--- src/rtl/weight_loader_if.sv ---
`default_nettype none
// ============================================================================
// Module      : weight_loader_if
// Description : Host stream (valid/ready) plus weight-bus write port.
// Revision    : 1.0 - initial release
// ============================================================================
interface weight_loader_if #(
    parameter int DATA_WIDTH = 32,
    parameter int ADDR_WIDTH = 32
);
    logic [DATA_WIDTH-1:0] s_data;
    logic                  s_valid;
    logic                  s_ready;
    logic [DATA_WIDTH-1:0] weight_wr_data;
    logic [ADDR_WIDTH-1:0] weight_wr_addr;
    logic                  weight_wr_en;

    // Host side: drives the stream, observes the bus.
    modport master (
        output s_data, s_valid,
        input  s_ready, weight_wr_data, weight_wr_addr, weight_wr_en
    );

    // Loader side.
    modport slave (
        input  s_data, s_valid,
        output s_ready, weight_wr_data, weight_wr_addr, weight_wr_en
    );
endinterface
`default_nettype wire

--- src/rtl/weight_loader.sv ---
`default_nettype none
// ============================================================================
// Module      : weight_loader
// Description : Writes a streamed block of weight words to consecutive bus
//               addresses, with done pulse, word count and running checksum.
// Revision    : 1.0 - initial release
// ============================================================================
module weight_loader #(
    parameter int                    DATA_WIDTH = 32,
    parameter int                    ADDR_WIDTH = 32,
    parameter int                    CNT_WIDTH  = 16,
    parameter logic [ADDR_WIDTH-1:0] BASE_ADDR  = '0,
    parameter int                    NUM_WORDS  = 135
) (
    input  wire logic                  clk,
    input  wire logic                  rst_n,
    input  wire logic                  start,
    input  wire logic                  abort,
    input  wire logic [CNT_WIDTH-1:0]  num_words,
    weight_loader_if.slave             bus,
    output logic                       busy,
    output logic                       done,
    output logic [CNT_WIDTH-1:0]       words_written,
    output logic [DATA_WIDTH-1:0]      checksum
);

    localparam logic [CNT_WIDTH-1:0] c_default_len = CNT_WIDTH'(NUM_WORDS);

    typedef enum logic [1:0] {
        S_IDLE = 2'd0,
        S_LOAD = 2'd1,
        S_DONE = 2'd2
    } state_t;

    state_t                  r_state;
    state_t                  w_state_nxt;
    logic                    w_xfer;
    logic                    w_start_ok;
    logic [CNT_WIDTH-1:0]    w_words_inc;

    logic [CNT_WIDTH-1:0]    r_len;
    logic [ADDR_WIDTH-1:0]   r_next_addr;
    logic [CNT_WIDTH-1:0]    r_words;
    logic [DATA_WIDTH-1:0]   r_checksum;
    logic                    r_wr_en;
    logic [DATA_WIDTH-1:0]   r_wr_data;
    logic [ADDR_WIDTH-1:0]   r_wr_addr;

    assign w_words_inc = r_words + 1'b1;

    always_ff @(posedge clk or negedge rst_n) begin
        if (!rst_n) begin
            r_state <= S_IDLE;
        end else begin
            r_state <= w_state_nxt;
        end
    end

    // Abort is checked before the last-word test so it always wins.
    always_comb begin
        w_state_nxt = r_state;
        w_xfer      = 1'b0;
        w_start_ok  = 1'b0;
        case (r_state)
            S_IDLE: begin
                if (start && !abort) begin
                    w_start_ok  = 1'b1;
                    w_state_nxt = S_LOAD;
                end
            end
            S_LOAD: begin
                w_xfer = bus.s_valid;
                if (abort) begin
                    w_state_nxt = S_IDLE;
                end else if (w_xfer && (w_words_inc == r_len)) begin
                    w_state_nxt = S_DONE;
                end
            end
            S_DONE:  w_state_nxt = S_IDLE;
            default: w_state_nxt = S_IDLE;
        endcase
    end

    always_ff @(posedge clk or negedge rst_n) begin
        if (!rst_n) begin
            r_len       <= '0;
            r_next_addr <= '0;
            r_words     <= '0;
            r_checksum  <= '0;
            r_wr_en     <= 1'b0;
            r_wr_data   <= '0;
            r_wr_addr   <= '0;
        end else begin
            r_wr_en <= w_xfer;
            if (w_start_ok) begin
                r_len       <= (num_words == '0) ? c_default_len : num_words;
                r_next_addr <= BASE_ADDR;
                r_words     <= '0;
                r_checksum  <= '0;
            end
            if (w_xfer) begin
                r_wr_data   <= bus.s_data;
                r_wr_addr   <= r_next_addr;
                r_next_addr <= r_next_addr + 1'b1;
                r_words     <= w_words_inc;
                r_checksum  <= r_checksum + bus.s_data;
            end
        end
    end

    assign bus.s_ready        = (r_state == S_LOAD);
    assign bus.weight_wr_en   = r_wr_en;
    assign bus.weight_wr_data = r_wr_data;
    assign bus.weight_wr_addr = r_wr_addr;
    assign busy               = (r_state == S_LOAD);
    assign done               = (r_state == S_DONE);
    assign words_written      = r_words;
    assign checksum           = r_checksum;

endmodule
`default_nettype wire

--- src/flat_wrapper.sv ---
// flat-port wrapper written by rule: the top's interface ports become plain ports
module weight_loader_flat 
#(
    parameter int                    DATA_WIDTH = 32,
    parameter int                    ADDR_WIDTH = 32,
    parameter int                    CNT_WIDTH  = 16,
    parameter logic [ADDR_WIDTH-1:0] BASE_ADDR  = '0,
    parameter int                    NUM_WORDS  = 135
)
  (clk, rst_n, start, abort, num_words, busy, done, words_written, checksum, bus_s_data, bus_s_valid, bus_s_ready, bus_weight_wr_data, bus_weight_wr_addr, bus_weight_wr_en);
  weight_loader_if #(.DATA_WIDTH(DATA_WIDTH), .ADDR_WIDTH(ADDR_WIDTH)) bus_i ();
  input  wire logic clk;
  input  wire logic rst_n;
  input  wire logic start;
  input  wire logic abort;
  input  wire logic [CNT_WIDTH-1:0] num_words;
  output logic busy;
  output logic done;
  output logic [CNT_WIDTH-1:0] words_written;
  output logic [DATA_WIDTH-1:0] checksum;
  input wire logic [$bits(bus_i.s_data)-1:0] bus_s_data;
  input wire logic [$bits(bus_i.s_valid)-1:0] bus_s_valid;
  output wire logic [$bits(bus_i.s_ready)-1:0] bus_s_ready;
  output wire logic [$bits(bus_i.weight_wr_data)-1:0] bus_weight_wr_data;
  output wire logic [$bits(bus_i.weight_wr_addr)-1:0] bus_weight_wr_addr;
  output wire logic [$bits(bus_i.weight_wr_en)-1:0] bus_weight_wr_en;
  assign bus_i.s_data = bus_s_data;
  assign bus_i.s_valid = bus_s_valid;
  assign bus_s_ready = bus_i.s_ready;
  assign bus_weight_wr_data = bus_i.weight_wr_data;
  assign bus_weight_wr_addr = bus_i.weight_wr_addr;
  assign bus_weight_wr_en = bus_i.weight_wr_en;
  weight_loader #(.DATA_WIDTH(DATA_WIDTH), .ADDR_WIDTH(ADDR_WIDTH), .CNT_WIDTH(CNT_WIDTH), .BASE_ADDR(BASE_ADDR), .NUM_WORDS(NUM_WORDS)) u_core (.clk(clk), .rst_n(rst_n), .start(start), .abort(abort), .num_words(num_words), .bus(bus_i), .busy(busy), .done(done), .words_written(words_written), .checksum(checksum));
endmodule
--- config.mk ---
export PLATFORM = sky130hd
export DESIGN_NAME = weight_loader_flat
export DESIGN_NICKNAME = d
export VERILOG_FILES = /design/src/rtl/weight_loader_if.sv /design/src/rtl/weight_loader.sv /design/src/flat_wrapper.sv
export SDC_FILE = /design/constraint.sdc
export NUM_CORES = 1
export LEC_CHECK = 0
export ABC_CLOCK_PERIOD_IN_PS = 3880
export CORE_ASPECT_RATIO = 1.1
export CORE_MARGIN = 4
export CORE_UTILIZATION = 47
export CTS_CLUSTER_SIZE = 12
export DETAILED_ROUTE_END_ITERATION = 10
export HOLD_SLACK_MARGIN = 0.1
export PLACE_DENSITY_LB_ADDON = 0.08
export RECOVER_POWER = 25
export SYNTH_ARGS = -nofsm -noshare
export SYNTH_HDL_FRONTEND = slang
export SYNTH_SLANG_ARGS = --single-unit
--- constraint.sdc ---
create_clock -name clk -period 3.88 [get_ports clk]
set_clock_uncertainty 0.1 [all_clocks]
set_input_delay 1.164 -clock clk [delete_from_list [all_inputs] [get_ports clk]]
set_output_delay 1.164 -clock clk [all_outputs]
set_load 0.02 [all_outputs]
==> results of run 1 <==
[stage by stage]
stage / std cells / hold WS [ps]
6_report: 1404 / 371
5_1_grt: 1404 / 392
4_1_cts: 1404 / 379
3_5_place_dp: 1372 / 361
3_3_place_gp: 1372 / 357
2_1_floorplan: 964 / 355
[synth_stat cells, drive strengths merged, types with 2 or more instances]
library cell | instances | area, um2
o22a | 4 | 35.0
a32o | 3 | 30.0
ha | 33 | 413
o21ai | 88 | 448
nor3 | 11 | 71.3
a2111oi | 2 | 23.8
o21a | 2 | 15.0
nand2b | 3 | 18.8
o211ai | 7 | 52.6
a311oi | 2 | 23.8
xor2 | 23 | 201
mux2i | 11 | 110
or2 | 3 | 21.3
nor2b | 5 | 31.3
clkbuf | 35 | 131
and3 | 17 | 113
a211oi | 3 | 22.5
a22o | 6 | 52.6
a21o | 12 | 90.1
nand2 | 309 | 1160
a21oi | 28 | 159
and2 | 8 | 52.6
o31ai | 14 | 105
and4 | 2 | 17.5
xnor2 | 27 | 236
dfrtp | 163 | 4080
nor3b | 3 | 27.5
buf | 7 | 42.5
or3 | 2 | 12.5
a31oi | 5 | 46.3
o21bai | 5 | 37.5
nor2 | 30 | 115
a211o | 2 | 17.5
inv | 10 | 37.5
nand3 | 42 | 215
nand4 | 14 | 93.8
nor4 | 7 | 56.3
[worst register-to-register path: stages (launching register included)]
cell	delay, ps
dfrtp_1	460
ha_1	330
nand3_2	160
nor3_4	360
nand3_1	190
xnor2_1	180
or4_4	420
nor4_2	160
nand4_1	210
a31o_1	270
[state kept, by name (all words and copies together), names as in the netlist]
name                       count
u_core.bus.weight_wr_addr     32
u_core.bus.weight_wr_data     32
u_core.bus.weight_wr_en        1
u_core.checksum               32
u_core.r_len                  16
u_core.r_next_addr            32
u_core.r_state                 2
u_core.words_written          16
[cell type report]
| cell class | count | area (um2) |
|---|---|---|
| Fill cell | 1534 | 6520 |
| Multi-Input combinational cell | 749 | 4340 |
| Sequential cell | 163 | 4080 |
| Timing Repair Buffer | 212 | 2010 |
| Clock buffer | 17 | 425 |
| Tap cell | 238 | 298 |
| Clock inverter | 15 | 160 |
| Inverter | 10 | 38.8 |
[routing by layer]
metal / global-route usage / vias up
li1: - / 3709
met3: 0.0528 / 25
met1: 0.311 / 3616
met4: 0.0704 / 0
met2: 0.347 / 186
met5: 0 / -
[worst paths after layout]
| path | slack (ps) | endpoint | cells after the start |
|---|---|---|---|
| max | 160 | u_core.checksum[28] | 13 |
| min | 370 | u_core.bus.weight_wr_data[26] | 2 |
| max reg2reg | 940 | u_core.r_state[0] | 9 |
| min reg2reg | 370 | u_core.bus.weight_wr_data[26] | 2 |
| max in group asynchronous | 580 | u_core.checksum[12] | 2 |
| min in group asynchronous | 1040 | u_core.bus.weight_wr_addr[19] | 1 |
[cell families after synthesis]
family,count (synthesis)
fa+ha+maj,34
mux,11
xor+xnor,50
simple gates,461
buf+inv,52
flops,163
compound gates,193
[report_power, final]
part / switching, mW / internal [mW]
combinational: 1.53 / 1.38
clock: 0.803 / 0.859
sequential: 0.235 / 1.98
==> qor.txt, run 1 <==
status: complete, but fails checks
failing checks: capacitance limit, slew limit
wire length on met2: 10,500 um
Initial Util: 0.482
# DRC: 0
CP startpoint kind: input port
period utilisation layout: 0.958
Critical Path Max Stage Delay: 460 ps
main combinational cell family by area after synthesis: simple AND/OR/NAND/NOR gates
Warnings, synthesis: 0
nets@finish: 1,240
DRT Pass-1 Iters: 5
Ant. Diodes: 0
Core Region: 17,900 um2
Syn Area/Cell: 8.94 um2
post-synthesis sequential area ratio: 0.473
Final min period: 3720 ps
Compound-Gate Fraction of Synth Area: 0.149
RSZ-0062 raised after global routing: no
DIE AREA: 20,600 um2
GRT Resource Usage Total: 0.224
fin util: 0.635
Synth cell types: 78
final worst slack: 164 ps
dpl ws: -304 ps
Max VDD drop: 0.360 mV
Synth-to-Final Area Change: 31.7%
Final HPWL DP: 15,300 um
flops & latches, synth: 163
Max Used Layer: met4
Post-Syn Area: 8610 um2
Critical Path RT: 4080 ps
clk slew on worst S/H paths: 70 ps
maxcap violations: 1
initial antenna violation count: 0
antenna viol nets, final: 0
fmax: 269 MHz
Die H: 150 um
CTS tree: done
clk_lat worst skew: 430 ps
normalized max-slew margin: -0.0967
critical-path cell list: clkdlybuf4s50_1 -> ha_1 -> fa_1 -> a211oi_1 -> buf_4 -> o21ai_2 -> nand4_1 -> a31oi_4 -> a41oi_4 -> o221ai_2 -> a21oi_1 -> xor2_1 -> o21ai_1
syn_nets: 1,051
Post-DP Area: 10,800 um2
I/O Pins: 169
Crit Path Category: input port to flip-flop
chip width: 137 um
Post-Syn Instances: 964
setup bufs post-CTS: 0
Total Power: 6.79 mW
worst min-delay path startpoint: u_core.bus.weight_wr_data[26]
vias: 7,536
Met1 Wirelength: 10,300 um
Final Setup Violations: 0
crit path launch: bus_s_data[0]
EDFF count, synth: 0
final wirelength: 22,300 um
leading cell types in the layout, fill and taps excluded: nand2_1, clkdlybuf4s50_1, dfrtp_1
Slowest cell on crit path: fa_1
CTS HTree Levels: 4
commonest non-fill, non-tap cell in the layout: nand2_1
root buffer cell: clkbuf_16
proportion of synthesized area in mux cells: 0.0128
global route overflow: 0
ys flop type: dfrtp_1
Rows: 51
largest net degree at the start of global routing: 121
post-detailed-route wirelength per cell: 15.9 um
first-pass GRT wire length: 37,100 um
worst hold path type: flip-flop to flip-flop
Clock Sinks: 163
crit-path max FO: 5
Post-synth ARST share: 1.00
Post-Synth Adder-Cell Area: 0.0503
Worst-Margin Slew: 1650 ps
PortBufs: 168
CP delay by family, top: compound AO/OA/AOI/OAI gates
vias in the first global route: 7,438
Vias/cell: 5.37
R2R Path Start: u_core.words_written[0]
final setup TNS: 0 ps
final hold vios: 0
Clock Path Buffers: 2
Static Leak: 5.29 nW
WP buf/inv: 2
CTS-repair resized insts: 0
routed wl met3: 1200 um
GPL Wtd Cong: 0.834
Slew Limit Fails: 67
xor-xnor portion of the synthesized cell area: 0.0508
CTS Buf Count: 17
share of cells above drive strength 1: 0.0918
final instance area: 11,300 um2
DR iter-0 viols: 405
# hold bufs at CTS: 0
Cell Pwr Density: 598 nW/um2
Arr. time, crit path: 3920 ps
simple-gate portion of the synthesized area: 0.239
CP endpoint kind: flip-flop
No activity file was read; power rests on OpenSTA's default activity.
==> run 2, diff against run 1 <==
--- a/config.mk
+++ b/config.mk
@@ -17,3 +17,4 @@
 export SYNTH_ARGS = -nofsm -noshare
 export SYNTH_HDL_FRONTEND = slang
 export SYNTH_SLANG_ARGS = --single-unit
+export TNS_END_PERCENT = 5
==> results of run 2 <==
No change in the layout: final DEF, timing and power equal those of run 1.
